File: config.mk
export PLATFORM = sky130hd
export DESIGN_NAME = if_fetch_stage
export DESIGN_NICKNAME = d
export VERILOG_FILES = /design/src/rtl/cpu_pkg.sv /design/src/rtl/fetch_buf.sv /design/src/rtl/if_fetch_stage.sv
export SDC_FILE = /design/constraint.sdc
export NUM_CORES = 1
export LEC_CHECK = 0
export CAP_MARGIN = 20
export CORE_UTILIZATION = 47
export CTS_BUF_LIST = sky130_fd_sc_hd__clkbuf_16
export DETAILED_ROUTE_END_ITERATION = 7
export MAX_ROUTING_LAYER = met4
export PLACE_DENSITY_LB_ADDON = 0.3
export SLEW_MARGIN = 20
export SYNTH_ARGS = -nofsm -noshare
export SYNTH_HDL_FRONTEND = slang
export SYNTH_SLANG_ARGS = --single-unit
File: constraint.sdc
create_clock -name clk -period 8.1 [get_ports clk]
set_input_delay 1.215 -clock clk [delete_from_list [all_inputs] [get_ports clk]]
set_output_delay 1.215 -clock clk [all_outputs]
set_load 0.005 [all_outputs]
File: src/rtl/cpu_pkg.sv
// Shared CPU definitions for the instruction-fetch slice.
//   WORD_W        : architectural word width (32)
//   RESET_PC      : default first fetch address after reset
//   NOP_WORD      : default bubble instruction driven when no valid fetch
//   fetch_state_t : fetch FSM encoding (REQ / WAIT / DROP)
package cpu_pkg;

  localparam int unsigned WORD_W = 32;

  localparam logic [WORD_W-1:0] RESET_PC = 32'h0040_0000;
  localparam logic [WORD_W-1:0] NOP_WORD = 32'h0000_0000;

  // FS_REQ  : request may be presented to instruction memory
  // FS_WAIT : one request granted, response not yet returned
  // FS_DROP : one request outstanding whose response must be discarded
  typedef enum logic [1:0] {
    FS_REQ  = 2'd0,
    FS_WAIT = 2'd1,
    FS_DROP = 2'd2
  } fetch_state_t;

endpackage

File: src/rtl/fetch_buf.sv
// Two-entry fetch buffer: an output register facing the IF/ID register
// plus one skid entry that absorbs a response arriving while the output
// is stalled.
// Ports:
//   clk, reset        : clock, asynchronous active-low reset
//   push              : write {push_instr, push_pc} into the buffer
//   pop               : output entry consumed downstream this cycle
//   clear             : flush both entries (redirect)
//   out_valid         : output entry holds a live instruction
//   out_instr/out_pc  : output entry contents
//   out_pc_plus4      : out_pc + 4, captured together with out_pc
//   skid_full         : skid entry occupied
module fetch_buf #(
  parameter logic [31:0] NOP_WORD = cpu_pkg::NOP_WORD
) (
  input  logic        clk,
  input  logic        reset,
  input  logic        push,
  input  logic [31:0] push_instr,
  input  logic [31:0] push_pc,
  input  logic        pop,
  input  logic        clear,
  output logic        out_valid,
  output logic [31:0] out_instr,
  output logic [31:0] out_pc,
  output logic [31:0] out_pc_plus4,
  output logic        skid_full
);

  logic [31:0] skid_instr;
  logic [31:0] skid_pc;
  logic        out_free;

  // The output slot can take new data when empty or drained this cycle.
  assign out_free = ~out_valid | pop;

  // Output entry: fully reset, because its contents are visible ports
  // with defined reset values.
  always_ff @(posedge clk or negedge reset) begin
    if (!reset) begin
      out_valid    <= 1'b0;
      skid_full    <= 1'b0;
      out_instr    <= NOP_WORD;
      out_pc       <= '0;
      out_pc_plus4 <= '0;
    end else if (clear) begin
      out_valid <= 1'b0;
      skid_full <= 1'b0;
      out_instr <= NOP_WORD;
    end else if (pop && skid_full) begin
      // Skid advances into the output; a simultaneous push refills skid.
      out_valid    <= 1'b1;
      out_instr    <= skid_instr;
      out_pc       <= skid_pc;
      out_pc_plus4 <= skid_pc + 32'd4;
      skid_full    <= push;
    end else if (push && out_free) begin
      out_valid    <= 1'b1;
      out_instr    <= push_instr;
      out_pc       <= push_pc;
      out_pc_plus4 <= push_pc + 32'd4;
    end else if (push) begin
      skid_full <= 1'b1;
    end else if (pop) begin
      // Drained with nothing behind it: present a bubble.
      out_valid <= 1'b0;
      out_instr <= NOP_WORD;
    end
  end

  // Skid payload is only meaningful while skid_full is set, so it needs
  // no reset.
  always_ff @(posedge clk) begin
    if (push && !(out_free && !(pop && skid_full))) begin
      skid_instr <= push_instr;
      skid_pc    <= push_pc;
    end
  end

endmodule

File: src/rtl/if_fetch_stage.sv
// Instruction fetch stage. Keeps the PC, issues at most one outstanding
// instruction-memory request, and hands fetched words to the IF/ID
// register through a two-entry buffer. Redirects flush the buffer and
// mark any in-flight response as stale.
// Ports:
//   clk, reset                      : clock, asynchronous active-low reset
//   stall                           : IF/ID not accepting this cycle
//   redirect, redirect_pc           : control-flow redirect and target
//   imem_req, imem_addr             : memory request and address (= PC)
//   imem_gnt                        : request accepted
//   imem_rvalid, imem_rdata         : memory response
//   if_valid, if_instruction,
//   if_pc, if_pc_plus4              : fetched instruction to IF/ID
module if_fetch_stage #(
  parameter logic [31:0] RESET_PC = cpu_pkg::RESET_PC,
  parameter logic [31:0] NOP_WORD = cpu_pkg::NOP_WORD
) (
  input  logic        clk,
  input  logic        reset,
  input  logic        stall,
  input  logic        redirect,
  input  logic [31:0] redirect_pc,
  output logic        imem_req,
  output logic [31:0] imem_addr,
  input  logic        imem_gnt,
  input  logic        imem_rvalid,
  input  logic [31:0] imem_rdata,
  output logic        if_valid,
  output logic [31:0] if_instruction,
  output logic [31:0] if_pc,
  output logic [31:0] if_pc_plus4
);

  import cpu_pkg::*;

  fetch_state_t state_q, state_d;
  logic [31:0]  pc_q, pc_d;
  logic [31:0]  inflight_pc_q;
  logic         started_q;
  logic         load_inflight;
  logic         buf_push;
  logic         buf_pop;
  logic         skid_full;

  // started_q keeps imem_req low during reset and lets it rise on the
  // first edge after release. A full skid means there is nowhere to put
  // another response, so no new request is issued.
  assign imem_req  = started_q && (state_q == FS_REQ) && !skid_full;
  assign imem_addr = pc_q;
  assign buf_pop   = if_valid && !stall;

  always_comb begin
    state_d       = state_q;
    pc_d          = pc_q;
    load_inflight = 1'b0;
    buf_push      = 1'b0;
    case (state_q)
      FS_REQ: begin
        if (redirect) begin
          // An ungranted request is simply abandoned; a granted one
          // leaves a response that must be dropped.
          pc_d = redirect_pc;
          if (imem_req && imem_gnt) state_d = FS_DROP;
        end else if (imem_req && imem_gnt) begin
          load_inflight = 1'b1;
          pc_d          = pc_q + 32'd4;
          state_d       = FS_WAIT;
        end
      end
      FS_WAIT: begin
        if (redirect) begin
          pc_d    = redirect_pc;
          state_d = imem_rvalid ? FS_REQ : FS_DROP;
        end else if (imem_rvalid) begin
          buf_push = 1'b1;
          state_d  = FS_REQ;
        end
      end
      FS_DROP: begin
        // The stale response is discarded; further redirects only move
        // the PC while it is still pending.
        if (redirect) pc_d = redirect_pc;
        if (imem_rvalid) state_d = FS_REQ;
      end
      default: state_d = FS_REQ;
    endcase
  end

  always_ff @(posedge clk or negedge reset) begin
    if (!reset) begin
      state_q   <= FS_REQ;
      pc_q      <= RESET_PC;
      started_q <= 1'b0;
    end else begin
      state_q   <= state_d;
      pc_q      <= pc_d;
      started_q <= 1'b1;
    end
  end

  // Address of the outstanding request; only read when its response
  // returns, so it carries no reset.
  always_ff @(posedge clk) begin
    if (load_inflight) inflight_pc_q <= pc_q;
  end

  // Response boundary: fetched word enters the output/skid buffer.
  fetch_buf #(
    .NOP_WORD(NOP_WORD)
  ) u_fetch_buf (
    .clk          (clk),
    .reset        (reset),
    .push         (buf_push),
    .push_instr   (imem_rdata),
    .push_pc      (inflight_pc_q),
    .pop          (buf_pop),
    .clear        (redirect),
    .out_valid    (if_valid),
    .out_instr    (if_instruction),
    .out_pc       (if_pc),
    .out_pc_plus4 (if_pc_plus4),
    .skid_full    (skid_full)
  );

  // A response with nothing outstanding breaks the memory protocol.
  a_no_rvalid_in_req: assert property (
    @(posedge clk) disable iff (!reset)
    !(state_q == FS_REQ && imem_rvalid)
  );

endmodule

* Yosys cells after proc, flatten, opt, wreduce, memory -nomap -nowiden
Cells that the tools add are included.
Storage, ports and cells: flip-flop bits (word level) 229, bits of input ports 70, output and inout port bits 130, logic and storage cells 81
Cells by class: $add $sub $neg 3, equal/unequal tests 7, multiplexer cells 35, bitwise logic cells 3, reduce and logical (&&, ||, !) cells 22
Operators by type and width (count):
- $mux W32 | 12
- $add A32 B3 Y32 const B | 3
- $pmux W32 S2 | 1
- $mux W1 | 15
- $mux W2 | 6
- $logic_and A1 B1 Y1 | 8
- $pmux W2 S3 | 1
- $reduce_and A2 Y1 | 3
- $logic_not A1 Y1 | 4
- $ne A2 B1 Y1 const B | 2
- $ne A4 B4 Y1 const B | 1
- $reduce_bool A2 Y1 | 2
- $reduce_bool A4 Y1 | 1
- $ne A3 B2 Y1 const B | 1
- $ne A3 B3 Y1 const B | 1
- $reduce_and A3 Y1 | 1
- $reduce_bool A3 Y1 | 1
- $eq A2 B1 Y1 const B | 1
- $eq A2 B2 Y1 const B | 1
- $logic_not A2 Y1 | 1
- $not A1 Y1 | 2
- $reduce_or A2 Y1 | 1
- $or A1 B1 Y1 | 1

* Logic depth before layout (Yosys ltp)
word-level depth 7, gate-level depth with buffers 16

* By module
From an unflattened synthesis, not the netlist that was laid out.
Unflattened totals: cells, all modules 926, area total of the unflattened synthesis 10131.0 sq um
By module, submodules not included:
- fetch_buf | times used 1, cells an instance 623, area each 6940.4 sq um, seq. area each 4324.1 sq um
- if_fetch_stage | times used 1, cells an instance 303, area each 3190.6 sq um, seq. area each 1838.0 sq um

* Least setup slack after synthesis
OpenSTA, ideal clock, no wires.
path kind input -> register, start in redirect, end reg u_fetch_buf.skid_instr[0] (enable), library setup time 0.670 ns, arrival 8.332 ns, required time 7.430 ns, path slack -0.902 ns, stages 3, buffers on the path 2, cells stage by stage clkbuf_1 clkbuf_1 nor4b_1
On the way: cells in the longest elaborated chain, start to end 3
RTL lines:
- start: declaration | RTL line if_fetch_stage.sv:21 | input logic redirect,
- $mux W1 | RTL line if_fetch_stage.sv:71 | if (redirect) begin
- $mux W1 | RTL line if_fetch_stage.sv:57 | case (state_q)
- $logic_and A1 B1 Y1 | RTL line fetch_buf.sv:74 | if (push && !(out_free && !(pop && skid_full))) begin
- end signal: assignment | RTL line fetch_buf.sv:75 | skid_instr <= push_instr;
- end: declaration | RTL line fetch_buf.sv:30 | logic [31:0] skid_instr;
No other way between the ends. A chain may end at the register's enable or synchronous reset.

* Worst setup path after layout
start in stall, end reg u_fetch_buf.out_pc_plus4[16]
On the way: cells in the longest elaborated chain, start to end 6
RTL lines:
- start: declaration | RTL line if_fetch_stage.sv:20 | input logic stall,
- $logic_not A1 Y1 (*) | RTL line if_fetch_stage.sv:50 | assign buf_pop = if_valid && !stall;
- $logic_and A1 B1 Y1 (*) | RTL line if_fetch_stage.sv:50
- $or A1 B1 Y1 | RTL line fetch_buf.sv:35 | assign out_free = ~out_valid | pop;
- $logic_and A1 B1 Y1 | RTL line fetch_buf.sv:57 | end else if (push && out_free) begin
- $reduce_bool A2 Y1 (no line)
- $reduce_and A2 Y1 (no line)
- end signal: assignment | RTL line fetch_buf.sv:55 | out_pc_plus4 <= skid_pc + 32'd4;
- end signal: assignment | RTL line fetch_buf.sv:61 | out_pc_plus4 <= push_pc + 32'd4;
- end: declaration | RTL line fetch_buf.sv:26 | output logic [31:0] out_pc_plus4,
Every way passes the cells marked *; elsewhere a longest branch is shown, timed or not.

==> results_dict.tcl <==
set metrics [dict create \
    die_w_um 151 \
    fin_ws_ns 4.05 \
    internal_power_mw 2.83 \
    ioPinCount 200 \
    drc 0 \
    clock-sinks 227 \
    wire_per_inst_um 18.3 \
    grt_max_degree 76 \
    skew_ns 0.0102 \
    grtUsageTotal_pct 23.7 \
    tns_ns 0 \
    hold_class "register to register" \
    clockBufferDepth 3 \
    synth_commonest_cells "nand2_1, dfrtp_1, edfxtp_1, o21ai_0, nand3_1" \
    seqPwrFrac_pct 43.2 \
    fmax_mhz 247 \
    dr.pass1.iters 7 \
    endpoint_kind "register" \
    hold_viol_final 0 \
    synth_fp_nets 1038 \
    fp.coreArea_um2 21800 \
    place_congestion 0.897 \
    pre_cts_ws_ns 3.54 \
    antenna_found_initial 0 \
    dieArea_um2 22900 \
    antenna_cells 0 \
    grt_pass1_wl_um 41200 \
    wl_um 26200 \
    pwr-share-comb_pct 28.5 \
    hold_depth 0 \
    p_sw_mw 1.20 \
    avgViaCountPerCell 5.86 \
    post_cts_resize_count 0 \
    rr_worst_depth 6 \
    maxSlewViolCount 0 \
    ys_types 68 \
    cts_tree "done" \
    numCtsBuffers 24 \
    outcome "finished clean" \
    synthFlopType "dfrtp_1" \
    syn_area_um2 10500 \
    p_total_mw 4.04 \
    dp_hpwl_um 18100 \
    swShare_pct 29.8 \
    synth_edf_count 96 \
    ys_seq_elements 227 \
    min_to "u_fetch_buf.skid_pc[0]$_DFFE_PP_" \
    tightestPinTransition_ns 1.02 \
    worstPathRequired_ns 8.49 \
    postSynthCellCount 962 \
    fin_util_pct 61.8 \
    start_util_pct 48.0 \
    dpl_cell_area_um2 12700 \
    overflow 0 \
    dp_cells 1389 \
    drt_iter0_markers 715 \
    fp.dieH_um 151 \
    syn_avg_cell_area_um2 10.9 \
    timing.rr.start "u_fetch_buf.out_valid$_DFFE_PN0P_" \
    period_needed_ns 4.05 \
    cp_max_fo 75 \
    worstPathArrival_ns 4.44 \
    dr_total_vias 8396 \
    holdWs_ns 0.456 \
    clkSlewWorstSetupHoldPaths_ns 0.06 \
    ant_nets 0 \
    synth_top_cell_by_area "dfrtp_1" \
    nets 1211 \
    cts_setup_buffers 0 \
    final_area_um2 13500 \
    slew_headroom_pct 31.9 \
    final.period_utilization_pct 50.0 \
    synth_top_area_share_pct 31.0 \
    grt_pass1_vias 7638 \
    path_class "primary input to register" \
    netlist_top_cells_area "dfrtp_1, edfxtp_1, nand2_1" \
    final_cells 1433 \
    ir_worst_vdd_mv 0.145 \
    p_per_area_nw_per_um2 299 \
    ctsHoldBuffers 0 \
    area_growth_syn_to_layout_pct 28.7 \
    h-tree-depth 1 \
    synth_warnings 0 \
    yosysMostFrequentCell "nand2_1" \
    clk_latency_ns 0.51 \
    ys_seq_area_share_pct 58.8 \
    rsz0062_at_grt "no" \
    clock-root-buffer "clkbuf_16" \
    drive_above_1_share_pct 6.85 \
    worstSetupStartpointType "primary input" \
    clkPwrFrac_pct 28.3 \
    io_buffer_count 199 \
    cap_violations 0 \
    ys_async_sr_fraction_pct 57.7 \
    setup_violations 0 \
    num_rows 54 \
    hp-start "inflight_pc_q[0]$_DFFE_PP_" \
    p_leak_nw 5.23 \
    r2r_setup_slack_ns 4.83 \
    reg2reg_to "u_fetch_buf.out_pc_plus4[16]$_DFFE_PN0P_" \
]
==> power groups by stage <==
stage                     Sequential [mW]  Clock (mW)  Combinational (mW)
after detailed placement             1.76           0                1.15
final                                1.74        1.14                1.15
after global routing                 1.79        1.21                1.27
after floorplan                      1.70           0               0.495
after global placement               1.75           0                1.12
after CTS                            1.74        1.16                1.16
==> cell families (layout without fill, tap and decap cells) <==
group	count (synthesis)	in the layout	synth area share [%]
fa+ha+maj	6	6	0.716
buf+inv	70	261	3.03
xor+xnor	14	14	1.17
compound gates	255	255	16.3
other cells	1	1	0.0358
flops	227	227	58.8
mux	34	34	3.80
simple gates	355	355	16.2
==> layout by cell type, fill, tap and decap left out, types with 9 or more instances in the layout <==
master and n:
a22o_1 35, nor2_1 29, nand4_1 22, edfxtp_1 96, buf_4 10, clkbuf_16 25
a21oi_1 36, dfrtp_1 130, and4_1 9, nand3_1 50, clkdlybuf4s50_1 198, nor4_1 10
nand2_1 178, mux2i_1 24, o31ai_1 14, a31oi_1 12, o21ai_0 79, and3_1 16
o22ai_1 10
==> worst max-delay path, stage by stage <==
cell and delay (ns):
clkdlybuf4s50_1 0.55, and3b_4 0.50, buf_4 0.72, mux2i_4 0.45, nand3_2 0.23, or3_1 0.42
a221o_1 0.31
==> registers in the layout, indices dropped and copies added (netlist names) <==
signal / count
state_q: 2
u_fetch_buf.out_valid: 1
u_fetch_buf.out_instr: 32
u_fetch_buf.skid_pc: 32
u_fetch_buf.out_pc_plus4: 32
u_fetch_buf.skid_instr: 32
u_fetch_buf.skid_full: 1
inflight_pc_q: 32
started_q: 1
u_fetch_buf.out_pc: 30
imem_addr: 32
==> worst max path at each step <==
| stage | startpoint | end | slack (ns) |
|---|---|---|---|
| CTS | stall | u_fetch_buf.out_pc_plus4[26]$_DFFE_PN0P_ | 4.05 |
| global route | stall | u_fetch_buf.out_pc_plus4[16]$_DFFE_PN0P_ | 3.91 |
| global placement | stall | u_fetch_buf.out_pc_plus4[16]$_DFFE_PN0P_ | 3.58 |
| finish | stall | u_fetch_buf.out_pc_plus4[16]$_DFFE_PN0P_ | 4.05 |
| floorplan | redirect | u_fetch_buf.skid_instr[0]$_DFFE_PP_ | 2.39 |
| detailed placement | stall | u_fetch_buf.out_pc_plus4[16]$_DFFE_PN0P_ | 3.54 |
==> routing by layer <==
layer | GRT usage, % | part of all wire [%]
met2 | 34.2 | 45
met5 | - | 0
met3 | 2.59 | 6.3
met1 | 35.6 | 46
met4 | 6.05 | 2.2
==> area by class of cell <==
type / count / area, um2
Tap cell: 280 / 350
Sequential cell: 227 / 6160
Inverter: 8 / 30.0
Multi-Input combinational cell: 665 / 4040
Timing Repair Buffer: 209 / 2070
Fill cell: 1792 / 8340
Clock inverter: 19 / 204
Clock buffer: 25 / 626
No activity file was read; power rests on OpenSTA's default activity.
